## src/rtl/vga_timing_pkg.sv

```systemverilog
// Shared timing constants for the 640x480@60 raster and the 12-bit pixel layout.
// Also holds the colour-bar lookup used when VGA_TEST_PATTERN_EN is defined.
package vga_timing_pkg;

  localparam int unsigned P_CNT_W = 10;

  localparam int unsigned P_H_VIS   = 640;
  localparam int unsigned P_H_FP    = 16;
  localparam int unsigned P_H_SYNC  = 96;
  localparam int unsigned P_H_BP    = 48;
  localparam int unsigned P_H_TOTAL = P_H_VIS + P_H_FP + P_H_SYNC + P_H_BP;

  localparam int unsigned P_V_VIS   = 480;
  localparam int unsigned P_V_FP    = 10;
  localparam int unsigned P_V_SYNC  = 2;
  localparam int unsigned P_V_BP    = 33;
  localparam int unsigned P_V_TOTAL = P_V_VIS + P_V_FP + P_V_SYNC + P_V_BP;

  localparam int unsigned P_HS_START = P_H_VIS + P_H_FP;
  localparam int unsigned P_HS_END   = P_HS_START + P_H_SYNC - 1;
  localparam int unsigned P_VS_START = P_V_VIS + P_V_FP;
  localparam int unsigned P_VS_END   = P_VS_START + P_V_SYNC - 1;

  // pixel_data layout: [11:8] blue, [7:4] green, [3:0] red
  localparam int unsigned P_PIX_W     = 4;
  localparam int unsigned P_PIX_R_LSB = 0;
  localparam int unsigned P_PIX_G_LSB = 4;
  localparam int unsigned P_PIX_B_LSB = 8;

  localparam int unsigned P_MAX_PIXEL_LAT = 4;
  localparam int unsigned P_BAR_W         = 80;

  // Bars left to right: white, blue, green, red, yellow, magenta, cyan, black.
  // Returned in pixel_data layout {b, g, r}.
  function automatic logic [11:0] bar_colour(input logic [P_CNT_W-1:0] i_x);
    logic [2:0] w_idx;
    logic [11:0] w_col;
    w_idx = 3'(i_x / 10'(P_BAR_W));
    case (w_idx)
      3'd0:    w_col = 12'hfff;
      3'd1:    w_col = 12'hf00;
      3'd2:    w_col = 12'h0f0;
      3'd3:    w_col = 12'h00f;
      3'd4:    w_col = 12'h0ff;
      3'd5:    w_col = 12'hf0f;
      3'd6:    w_col = 12'hff0;
      default: w_col = 12'h000;
    endcase
    return w_col;
  endfunction

endpackage

```

## src/rtl/vga_timing_ctrl_if.sv

```systemverilog
// Link between the timing controller (master) and the page renderer / pins (slave).
// pattern_sel only exists when VGA_TEST_PATTERN_EN is defined.
interface vga_timing_ctrl_if;

  logic [11:0] pixel_data;
  logic [9:0]  x_pos;
  logic [9:0]  y_pos;
  logic        video_on;
  logic        frame_start;
  logic        hs;
  logic        vs;
  logic [3:0]  vga_r;
  logic [3:0]  vga_g;
  logic [3:0]  vga_b;
`ifdef VGA_TEST_PATTERN_EN
  logic        pattern_sel;
`endif

  modport master (
`ifdef VGA_TEST_PATTERN_EN
    input  pattern_sel,
`endif
    input  pixel_data,
    output x_pos, y_pos, video_on, frame_start,
    output hs, vs, vga_r, vga_g, vga_b
  );

  modport slave (
`ifdef VGA_TEST_PATTERN_EN
    output pattern_sel,
`endif
    output pixel_data,
    input  x_pos, y_pos, video_on, frame_start,
    input  hs, vs, vga_r, vga_g, vga_b
  );

endinterface

```

## src/rtl/vga_timing_ctrl_delay_line.sv

```systemverilog
// Fixed-depth register delay line with a per-instance reset value.
// DEPTH of 0 is a straight wire.
module vga_delay_line #(
  parameter int unsigned      WIDTH   = 1,
  parameter int unsigned      DEPTH   = 1,
  parameter logic [WIDTH-1:0] RST_VAL = '0
) (
  input  logic             i_clk,
  input  logic             i_rst_n,
  input  logic [WIDTH-1:0] i_d,
  output logic [WIDTH-1:0] o_q
);

  generate
    if (DEPTH == 0) begin : g_bypass
      logic w_unused_clk_rst;
      assign w_unused_clk_rst = i_clk ^ i_rst_n;
      assign o_q = i_d;
    end else begin : g_pipe
      logic [WIDTH-1:0] r_stage [DEPTH];

      always_ff @(posedge i_clk or negedge i_rst_n) begin
        if (!i_rst_n) begin
          for (int i = 0; i < int'(DEPTH); i++) r_stage[i] <= RST_VAL;
        end else begin
          r_stage[0] <= i_d;
          for (int i = 1; i < int'(DEPTH); i++) r_stage[i] <= r_stage[i-1];
        end
      end

      assign o_q = r_stage[DEPTH-1];
    end
  endgenerate

endmodule

```

## src/rtl/vga_timing_ctrl.sv

```systemverilog
// Raster counters, position decode and latency-matched sync/RGB pin registers.
// Optional macro VGA_TEST_PATTERN_EN adds pattern_sel and an 8-bar colour generator.
module vga_timing_ctrl
  import vga_timing_pkg::*;
#(
  parameter int unsigned PIXEL_LAT = 1,
  parameter int unsigned H_VIS     = P_H_VIS,
  parameter int unsigned H_FP      = P_H_FP,
  parameter int unsigned H_SYNC    = P_H_SYNC,
  parameter int unsigned H_BP      = P_H_BP,
  parameter int unsigned V_VIS     = P_V_VIS,
  parameter int unsigned V_FP      = P_V_FP,
  parameter int unsigned V_SYNC    = P_V_SYNC,
  parameter int unsigned V_BP      = P_V_BP
) (
  input  logic              vga_clk,
  input  logic              vga_rst_n,
  vga_timing_ctrl_if.master bus
);

  localparam int unsigned H_TOTAL = H_VIS + H_FP + H_SYNC + H_BP;
  localparam int unsigned V_TOTAL = V_VIS + V_FP + V_SYNC + V_BP;

  localparam logic [P_CNT_W-1:0] L_H_LAST   = P_CNT_W'(H_TOTAL - 1);
  localparam logic [P_CNT_W-1:0] L_V_LAST   = P_CNT_W'(V_TOTAL - 1);
  localparam logic [P_CNT_W-1:0] L_H_VIS    = P_CNT_W'(H_VIS);
  localparam logic [P_CNT_W-1:0] L_V_VIS    = P_CNT_W'(V_VIS);
  localparam logic [P_CNT_W-1:0] L_HS_START = P_CNT_W'(H_VIS + H_FP);
  localparam logic [P_CNT_W-1:0] L_HS_END   = P_CNT_W'(H_VIS + H_FP + H_SYNC - 1);
  localparam logic [P_CNT_W-1:0] L_VS_START = P_CNT_W'(V_VIS + V_FP);
  localparam logic [P_CNT_W-1:0] L_VS_END   = P_CNT_W'(V_VIS + V_FP + V_SYNC - 1);

  generate
    if (PIXEL_LAT > P_MAX_PIXEL_LAT) begin : g_bad_lat
      $error("vga_timing_ctrl: PIXEL_LAT must be in 0..4");
    end
  endgenerate

  logic [P_CNT_W-1:0] r_h_cnt;
  logic [P_CNT_W-1:0] r_v_cnt;

  always_ff @(posedge vga_clk or negedge vga_rst_n) begin
    if (!vga_rst_n) begin
      r_h_cnt <= '0;
      r_v_cnt <= '0;
    end else if (r_h_cnt == L_H_LAST) begin
      r_h_cnt <= '0;
      r_v_cnt <= (r_v_cnt == L_V_LAST) ? '0 : r_v_cnt + 1'b1;
    end else begin
      r_h_cnt <= r_h_cnt + 1'b1;
    end
  end

  logic               w_video_on;
  logic               w_hs_raw;
  logic               w_vs_raw;
  logic [P_CNT_W-1:0] w_x_pos;

  assign w_video_on = (r_h_cnt < L_H_VIS) && (r_v_cnt < L_V_VIS);
  assign w_hs_raw   = !((r_h_cnt >= L_HS_START) && (r_h_cnt <= L_HS_END));
  assign w_vs_raw   = !((r_v_cnt >= L_VS_START) && (r_v_cnt <= L_VS_END));
  assign w_x_pos    = w_video_on ? r_h_cnt : '0;

  assign bus.x_pos       = w_x_pos;
  assign bus.y_pos       = w_video_on ? r_v_cnt : '0;
  assign bus.video_on    = w_video_on;
  assign bus.frame_start = (r_h_cnt == '0) && (r_v_cnt == '0);

  // Sync idles high and blanking idles low while the line refills after reset.
  logic [2:0] w_ctl_dly;
  logic       w_hs_dly;
  logic       w_vs_dly;
  logic       w_de_dly;

  vga_delay_line #(
    .WIDTH   (3),
    .DEPTH   (PIXEL_LAT),
    .RST_VAL (3'b110)
  ) u_ctl_dly (
    .i_clk   (vga_clk),
    .i_rst_n (vga_rst_n),
    .i_d     ({w_hs_raw, w_vs_raw, w_video_on}),
    .o_q     (w_ctl_dly)
  );

  assign {w_hs_dly, w_vs_dly, w_de_dly} = w_ctl_dly;

  logic [11:0] w_pix;

`ifdef VGA_TEST_PATTERN_EN
  logic [P_CNT_W-1:0] w_x_dly;

  vga_delay_line #(
    .WIDTH   (P_CNT_W),
    .DEPTH   (PIXEL_LAT),
    .RST_VAL ('0)
  ) u_x_dly (
    .i_clk   (vga_clk),
    .i_rst_n (vga_rst_n),
    .i_d     (w_x_pos),
    .o_q     (w_x_dly)
  );

  assign w_pix = bus.pattern_sel ? bar_colour(w_x_dly) : bus.pixel_data;
`else
  assign w_pix = bus.pixel_data;
`endif

  logic        r_hs;
  logic        r_vs;
  logic [11:0] r_rgb;

  always_ff @(posedge vga_clk or negedge vga_rst_n) begin
    if (!vga_rst_n) begin
      r_hs  <= 1'b1;
      r_vs  <= 1'b1;
      r_rgb <= '0;
    end else begin
      r_hs  <= w_hs_dly;
      r_vs  <= w_vs_dly;
      r_rgb <= w_de_dly ? w_pix : '0;
    end
  end

  assign bus.hs    = r_hs;
  assign bus.vs    = r_vs;
  assign bus.vga_r = r_rgb[P_PIX_R_LSB +: P_PIX_W];
  assign bus.vga_g = r_rgb[P_PIX_G_LSB +: P_PIX_W];
  assign bus.vga_b = r_rgb[P_PIX_B_LSB +: P_PIX_W];

endmodule
```

## src/flat_wrapper.sv

```systemverilog
// flat-port wrapper written by rule: the top's interface ports become plain ports
module vga_timing_ctrl_flat import vga_timing_pkg::*;
#(
  parameter int unsigned PIXEL_LAT = 1,
  parameter int unsigned H_VIS     = P_H_VIS,
  parameter int unsigned H_FP      = P_H_FP,
  parameter int unsigned H_SYNC    = P_H_SYNC,
  parameter int unsigned H_BP      = P_H_BP,
  parameter int unsigned V_VIS     = P_V_VIS,
  parameter int unsigned V_FP      = P_V_FP,
  parameter int unsigned V_SYNC    = P_V_SYNC,
  parameter int unsigned V_BP      = P_V_BP
)
  (vga_clk, vga_rst_n, bus_pixel_data, bus_x_pos, bus_y_pos, bus_video_on, bus_frame_start, bus_hs, bus_vs, bus_vga_r, bus_vga_g, bus_vga_b);
  vga_timing_ctrl_if bus_i ();
  input  logic vga_clk;
  input  logic vga_rst_n;
  input wire logic [$bits(bus_i.pixel_data)-1:0] bus_pixel_data;
  output wire logic [$bits(bus_i.x_pos)-1:0] bus_x_pos;
  output wire logic [$bits(bus_i.y_pos)-1:0] bus_y_pos;
  output wire logic [$bits(bus_i.video_on)-1:0] bus_video_on;
  output wire logic [$bits(bus_i.frame_start)-1:0] bus_frame_start;
  output wire logic [$bits(bus_i.hs)-1:0] bus_hs;
  output wire logic [$bits(bus_i.vs)-1:0] bus_vs;
  output wire logic [$bits(bus_i.vga_r)-1:0] bus_vga_r;
  output wire logic [$bits(bus_i.vga_g)-1:0] bus_vga_g;
  output wire logic [$bits(bus_i.vga_b)-1:0] bus_vga_b;
  assign bus_i.pixel_data = bus_pixel_data;
  assign bus_x_pos = bus_i.x_pos;
  assign bus_y_pos = bus_i.y_pos;
  assign bus_video_on = bus_i.video_on;
  assign bus_frame_start = bus_i.frame_start;
  assign bus_hs = bus_i.hs;
  assign bus_vs = bus_i.vs;
  assign bus_vga_r = bus_i.vga_r;
  assign bus_vga_g = bus_i.vga_g;
  assign bus_vga_b = bus_i.vga_b;
  vga_timing_ctrl #(.PIXEL_LAT(PIXEL_LAT), .H_VIS(H_VIS), .H_FP(H_FP), .H_SYNC(H_SYNC), .H_BP(H_BP), .V_VIS(V_VIS), .V_FP(V_FP), .V_SYNC(V_SYNC), .V_BP(V_BP)) u_core (.vga_clk(vga_clk), .vga_rst_n(vga_rst_n), .bus(bus_i));
endmodule
```

## config.mk

```make
export PLATFORM = sky130hd
export DESIGN_NAME = vga_timing_ctrl_flat
export DESIGN_NICKNAME = d
export VERILOG_FILES = /design/src/rtl/vga_timing_pkg.sv /design/src/rtl/vga_timing_ctrl_if.sv /design/src/rtl/vga_timing_ctrl_delay_line.sv /design/src/rtl/vga_timing_ctrl.sv /design/src/flat_wrapper.sv
export SDC_FILE = /design/constraint.sdc
export NUM_CORES = 1
export LEC_CHECK = 0
export ABC_AREA = 1
export BUFFER_PORTS_ARGS = -buffer_cell sky130_fd_sc_hd__buf_2
export CAP_MARGIN = 40
export CORE_ASPECT_RATIO = 1.1
export CORE_MARGIN = 8
export CORE_UTILIZATION = 52
export DETAILED_ROUTE_END_ITERATION = 6
export GPL_TIMING_DRIVEN = 0
export PLACE_DENSITY = 0.75
export SLEW_MARGIN = 30
export SYNTH_ARGS = -nofsm -noshare
export SYNTH_HDL_FRONTEND = slang
export SYNTH_SLANG_ARGS = --single-unit
```

## constraint.sdc

```tcl
create_clock -name vga_clk -period 1.7 [get_ports vga_clk]
set_input_delay 0.425 -clock vga_clk [delete_from_list [all_inputs] [get_ports vga_clk]]
set_output_delay 0.425 -clock vga_clk [all_outputs]
set_load 0.01 [all_outputs]
```

==> results.md, run 1 <==
- Status: finished with violations
- Failing checks: setup timing
- Max-Cap Viols: 0
- DR vias/cell: a little under 5
- Async SR Flop Fraction: 100%
- Cells after synthesis: about 250
- Gr usage total: around 16%
- Clock sink count: 37
- Port Buffer Count: between 40 and 50
- Die X: around 75 um
- I/O pin cnt: 50
- Max clock buf depth: 2
- Startpoint Class: register
- Post-synth EDFFs: 0
- Synthesized area per cell: between 7 and 8 um^2
- Worst-case reg-to-reg path depth: 9
- First-pass GRT wire length: around 7400 um
- Maximum number of pins on one net before global-route repair: 38
- Final TNS setup: -6.15 ns
- Layout net count: 340
- RSZ-0062 raised after global routing: true
- Seq/Total Area, Yosys: a little under half
- Clock latency on the worst-skew pair: 0.30 ns
- Initial DRC count: between 100 and 150
- Number of global-route vias before repair: around 1700
- GP Congestion: 0.863
- Final slew viol count: 0
- Critical Path Fanout Max: 10
- Worst vdd ir: 576 uV
- Synth Cell Area: 1970 um^2
- Post-Route WL: 4850 um
- Post-detail-place hpwl: roughly 3300 um
- Clock slew at reported path FFs: 0.08 ns
- Final setup vio count: 21
- Drt wl/cell: between 10 and 15 um
- Post-synth cell types: 31
- Die height: about 81 um
- Core Area: roughly 3600 um^2
- FP Rows: 23
- Max Clock Skew: 0.00676 ns
- Synthesis-to-layout area growth: 33.2%
- Fin. Hold Viols: 0
- CTS Buf Count: 5
- Synth Flop Type: dfrtp_1
- Placed cell areas: between 2000 and 2500 um^2
- Worst path required time: about 1.3 ns
- Min-Delay Path Class: in -> async
- Cell area after layout: roughly 2600 um^2
- Ys Warns: 0
- Remaining global-route overflow: 0
- Leakage power: 1.43 nW
- Starting Density: about 54%
- Synth Register Bits: 37
- Htree depth: 2
- Pwr Total: between 1.5 and 2 mW
- Power per cell area: ~620 nW/um^2
- Diode count: 0
- Min cycle time layout: 2.01 ns
- Initial antenna violation count: 0
- Final setup margin: -0.313 ns
- Die ar.: roughly 6000 um^2
- Crit path capture type: output port
- Final period util: 118%
- Drt pass-1 iters: 4
- Critical path class: reg -> out
- Filler Cell Count: between 200 and 300
- WP data arrival: around 1.6 ns
- CTS tree: done
- Clock root cell: clkbuf_8
- Remaining DRCs: 0
- Syn_nets: approximately 270
- F_max: around 500 MHz
- Vias: between 1500 and 2000
- Detail Route Antenna Nets: 0
- Layout cell share with drive strength beyond 1: between 30% and 40%
[repair_timing]
| action | CTS | global route |
|---|---|---|
| hold buffers | 0 | 0 |
| pin swaps | 3 | 5 |
| gates resized for setup | 10 | 21 |
| setup endpoints to repair | 21 | 27 |
| setup buffers | 12 | 7 |
[final timing paths]
check,from,to,slack (ns)
max,u_core.r_h_cnt[9]$_DFF_PN0_,bus_x_pos[8],-0.31
min,vga_rst_n,u_core.r_h_cnt[2]$_DFF_PN0_,0.05
max reg2reg,u_core.r_h_cnt[0]$_DFF_PN0_,u_core.r_v_cnt[5]$_DFFE_PN0N_,0.11
min reg2reg,u_core.u_ctl_dly.o_q[1]$_DFF_PN1_,u_core.bus.vs$_DFF_PN1_,0.36
max in group asynchronous,vga_rst_n,u_core.u_ctl_dly.o_q[2]$_DFF_PN1_,1.12
min in group vga_clk,bus_pixel_data[4],u_core.r_rgb[4]$_DFF_PN0_,0.31
[layout make-up]
class / count / area (um^2) / share of cell area [%]
Timing Repair Buffer: 67 / 432 / 16.5
Inverter: 51 / 191 / 7.31
Sequential cell: 37 / 937 / 35.8
Clock buffer: 5 / 68.8 / 2.63
Clock inverter: 3 / 25.0 / 0.955
Buffer: 4 / 36.3 / 1.38
Tap cell: 50 / 62.6 / 2.39
Multi-Input combinational cell: 155 / 867 / 33.1
[kinds of logic (layout without fill, tap and decap cells)]
| group | Yosys count | after routing | synth area share, % |
|---|---|---|---|
| flops | 37 | 37 | 47.3 |
| other cells | 1 | 1 | 0.191 |
| xor+xnor | 6 | 6 | 2.67 |
| fa+ha+maj | 5 | 5 | 3.18 |
| compound gates | 11 | 11 | 3.12 |
| buf+inv | 56 | 130 | 11.8 |
| simple gates | 132 | 132 | 31.7 |
[state kept, by name, summed over array words and instances, names as in the netlist]
signal,flops
u_core.bus.hs,1
u_core.bus.vs,1
u_core.r_h_cnt,10
u_core.r_rgb,12
u_core.r_v_cnt,10
u_core.u_ctl_dly.o_q,3
[power by group]
part           total [mW]  internal (mW)  switching, mW
combinational      0.0753         0.0331         0.0423
sequential          0.897          0.894        0.00284
clock               0.655          0.296          0.359
total                1.63           1.22          0.404
[cells in the mapped netlist (2+ instances only)]
library cell	n	area (um^2)
o21ai_1	2	10.0
nor3_1	6	30.0
nor2_1	32	120
a21oi_1	3	15.0
xor2_1	5	43.8
nand4_1	2	12.5
nand3_1	18	90.1
o21ai_0	4	20.0
dfrtp_1	33	826
dfstp_2	4	105
nor2_2	10	62.6
nor3_2	2	20.0
nor3_4	2	32.5
inv_1	47	176
nand2_1	54	203
inv_2	4	15.0
buf_2	2	10.0
ha_1	5	62.6
[metrics by stage]
stage	util [%]	worst slack [ns]	hold slack [ns]	std cells
after floorplan	-	0.112	0.129	248
after global placement	62.6	-0.0481	0.347	346
after detailed placement	62.6	-0.0739	0.349	346
after CTS	68.1	-0.261	0.252	365
after global routing	72.3	-0.402	0.0767	372
final	72.3	-0.313	0.0488	372
[placed cells by master (no fill, tap or decap), drive strengths merged]
master / count
o2111ai: 1
clkbuf: 6
nand3: 19
nand3b: 1
dfrtp: 33
buf: 70
clkinv: 1
nand4: 2
xnor2: 1
o21ai: 6
nor2: 43
xor2: 5
conb: 1
ha: 5
inv: 52
nand2: 56
o211ai: 1
a21oi: 3
nor3: 10
nor4: 1
clkinvlp: 1
dfstp: 4
[metal layers]
metal	share of wire [%]	GRT usage (%)
met1	40	17.3
met2	51	26.9
met4	1.9	7.65
met5	0	0
met3	7.8	4.86
[critical path, stage by stage, from the launching register on]
cell and delay [ns]:
dfrtp_1 0.42, nand2_2 0.10, inv_2 0.06, nor3_4 0.22
nand2_4 0.12, buf_12 0.17, nor2_2 0.07, buf_2 0.13
Note: power is estimated with default switching activity, not from simulation.
==> inputs of run 2 (changes only) <==
==> constraint.sdc (replaced) <==
create_clock -name vga_clk -period 1.7 [get_ports vga_clk]
set_input_delay 0.425 -clock vga_clk [delete_from_list [all_inputs] [get_ports vga_clk]]
set_output_delay 0.425 -clock vga_clk [all_outputs]
set_load 0.05 [all_outputs]
==> run 2 against run 1 <==
The flow still finishes with violations (setup timing). First-iteration DRC count rose by 71%. Non-clock buffer count rose by 3. Clock power rose by 38%. Critical path depth did not move. Largest power group is now clock.
==> results.md, run 2 (synthesis results as in run 1) <==
- Top reg by flops: u_core.r_rgb
- Final setup vio count: 21 (unchanged)
- Htree depth: 2 (unchanged)
- Startpoint Class: register
- Detail Route Antenna Nets: 0 (unchanged)
- Layout cell share with drive strength beyond 1: 41.5% (+3.0 points)
- First-pass GRT wire length: 8290 um (+13%)
- Layout net count: 343 (+0.88%)
- Max clock buf depth: 2 (unchanged)
- Cell area after layout: 2980 um^2 (+14%)
- Min cycle time layout: 2.13 ns (+0.121 ns)
- Leakage power: 1.53 nW (+7.3%)
- RR Startpoint: u_core.r_h_cnt[0]$_DFF_PN0_
- Die ar.: 6010 um^2 (unchanged)
- R2r setup slk: 0.03 ns (-0.08 ns)
- Min-Delay Path Class: in -> reg
- Clock root cell: clkbuf_8
- Port Buffer Count: 48 (unchanged)
- Critical path class: reg -> out
- Fin cells: 375 (+0.81%)
- Die X: 74.6 um (unchanged)
- Power per cell area: 648 nW/um^2 (+4.3%)
- Worst path slowest cell: dfrtp_2
- CTS Buf Count: 5 (unchanged)
- Clock slew at reported path FFs: 0.07 ns (about the same)
- Vias: 1896 (+4.5%)
- Drt wl/cell: 14.9 um (+14%)
- Max Clock Skew: 0.00512 ns (-0.00165 ns)
- Depth of the worst hold-timing path: 3
- GP Congestion: 0.857 (-0.65%)
- Filler Cell Count: 220 (-24%)
- Status: finished with violations
- CP Launch Point: u_core.r_h_cnt[8]$_DFF_PN0_
- Remaining DRCs: 0 (unchanged)
- Worst-case reg-to-reg path depth: 9 (unchanged)
- Critical Path Fanout Max: 7 (-3)
- Critical path buffers and inverters: 3 (unchanged)
- DR vias/cell: 5.06 (+3.6%)
- CP peak stage delay: 0.45 ns (+0.03 ns)
- WP data arrival: 1.71 ns (+0.12 ns)
- Crit path capture type: output port
- Kind of cell adding the most delay to the critical path: simple AND/OR/NAND/NOR gates
- Drt pass-1 iters: 4 (unchanged)
- Registers with the most flip-flops: u_core.r_rgb x12, u_core.r_h_cnt x10, u_core.r_v_cnt x10
- Maximum number of pins on one net before global-route repair: 38 (unchanged)
- Number of global-route vias before repair: 1753 (+5.0%)
- Starting Density: 54.2% (unchanged)
- Placed Instances: 346 (unchanged)
- Hold endpoint: u_core.r_rgb[8]$_DFF_PN0_
- Most used cell, CP: nand2_4
- Final period util: 126% (+7.1 points)
- F_max: 469 MHz (-5.7%)
- Max-Cap Viols: 0 (unchanged)
- Final setup margin: -0.434 ns (-0.121 ns)
- Synthesis-to-layout area growth: 51.3%
- Final slew viol count: 0 (unchanged)
- Die height: 80.5 um (unchanged)
- Hold Path Origin: bus_pixel_data[8]
- Core Area: 3630 um^2 (unchanged)
- CP cell instances: nand2_4 > inv_4 > nor3_4 > nand2_4 > buf_12 > nor2_4 > buf_8
- RSZ-0062 raised after global routing: true
- Fin. Hold Viols: 0 (unchanged)
- Worst path required time: 1.27 ns (about the same)
- Commonest non-fill, non-tap cell in the layout: nand2_1
- Most frequent cells in the layout: nand2_1 (52), inv_1 (38), dfrtp_1 (29)
- Max reg flops: 12 (unchanged)
- Failing checks: setup timing
- Placed cell areas: 2340 um^2 (+3.3%)
- FP Rows: 23 (unchanged)
- I/O pin cnt: 50 (unchanged)
- Worst reg2reg path endpoint: u_core.r_v_cnt[4]$_DFFE_PN0N_
- Diode count: 0 (unchanged)
- Worst vdd ir: 671 uV (+17%)
- CTS tree: done
- Initial antenna violation count: 0 (unchanged)
- Gr usage total: 18.2% (+2.4 points)
- Remaining global-route overflow: 0 (unchanged)
- Post-detail-place hpwl: 3250 um (about the same)
- Post-Route WL: 5570 um (+15%)
- Clock latency on the worst-skew pair: 0.29 ns (about the same)
- Clock sink count: 37 (unchanged)
- Initial DRC count: 215 (+71%)
- Pwr Total: 1.93 mW (+18%)
## run 2: cell count changes in the layout (fill, tap and decap cells not counted), moves of 5 or more
cell	delta
buf_2	-17
buf_8	+9
nor2_2	-10
nor2_4	+15
buf_6	+8
nor2_1	-5
## run 2: per-stage QoR
stage / util, % / hold slack (ns) / setup TNS, ns / setup WS, ns
final: 82.1 / 0.314 / -8.27 / -0.434
after floorplan: - / 0.129 / -1.70 / -0.0948
after global placement: 64.7 / 0.346 / -3.60 / -0.267
after detailed placement: 64.7 / 0.349 / -3.76 / -0.286
after global routing: 82.1 / 0.313 / -10.05 / -0.492
after CTS: 77.9 / 0.245 / -7.73 / -0.392
## run 2: how the worst max path moves through the flow
stage / to / cells after the start
6_report: bus_y_pos[1] / 7
5_1_grt: bus_y_pos[3] / 7
4_1_cts: bus_y_pos[3] / 7
3_5_place_dp: bus_video_on / 7
3_3_place_gp: bus_x_pos[7] / 7
2_1_floorplan: bus_x_pos[0] / 6
## run 2: worst register-to-register path, stage by stage (launching register included)
cell	delay, ns
dfrtp_1	0.39
buf_4	0.14
ha_1	0.20
nand2_1	0.09
inv_1	0.05
nand2_1	0.17
nor2_1	0.07
nand2_1	0.26
nand2_1	0.14
nand2_1	0.11
## run 2: what timing repair did
action	CTS	global route
hold endpoints to repair	0	4
cloned	1	0
resized for setup	71	20
hold buffers	0	1
pin swaps	3	5
endpoints found under the setup margin	21	27
setup buffers	12	6
## run 2: cell type report
cell class,count,area [um^2],share of cell area (%)
clock inverters,3,65.1,2.19
flip-flops and latches,37,936,31.5
inverters,51,201,6.77
repair buffers,69,623,20.9
plain buffers,5,47.5,1.60
clock buffers,5,68.8,2.31
multi-input cells,155,971,32.6
well taps,50,62.6,2.10
## run 2: layer usage
metal,vias to the layer above,part of all wire (%),wire (um),track usage (%)
met5,-,0,0,0
met4,0,2.0,114,7.65
met3,13,9.9,554,7.35
met2,98,49,2730,29.0
met1,887,39,2180,20.9
li1,898,-,-,-
## run 2: power breakdown
part / total [mW] / internal (mW) / switching, mW
registers: 0.898 / 0.894 / 0.00333
logic: 0.124 / 0.0331 / 0.0910
clock network: 0.906 / 0.583 / 0.323
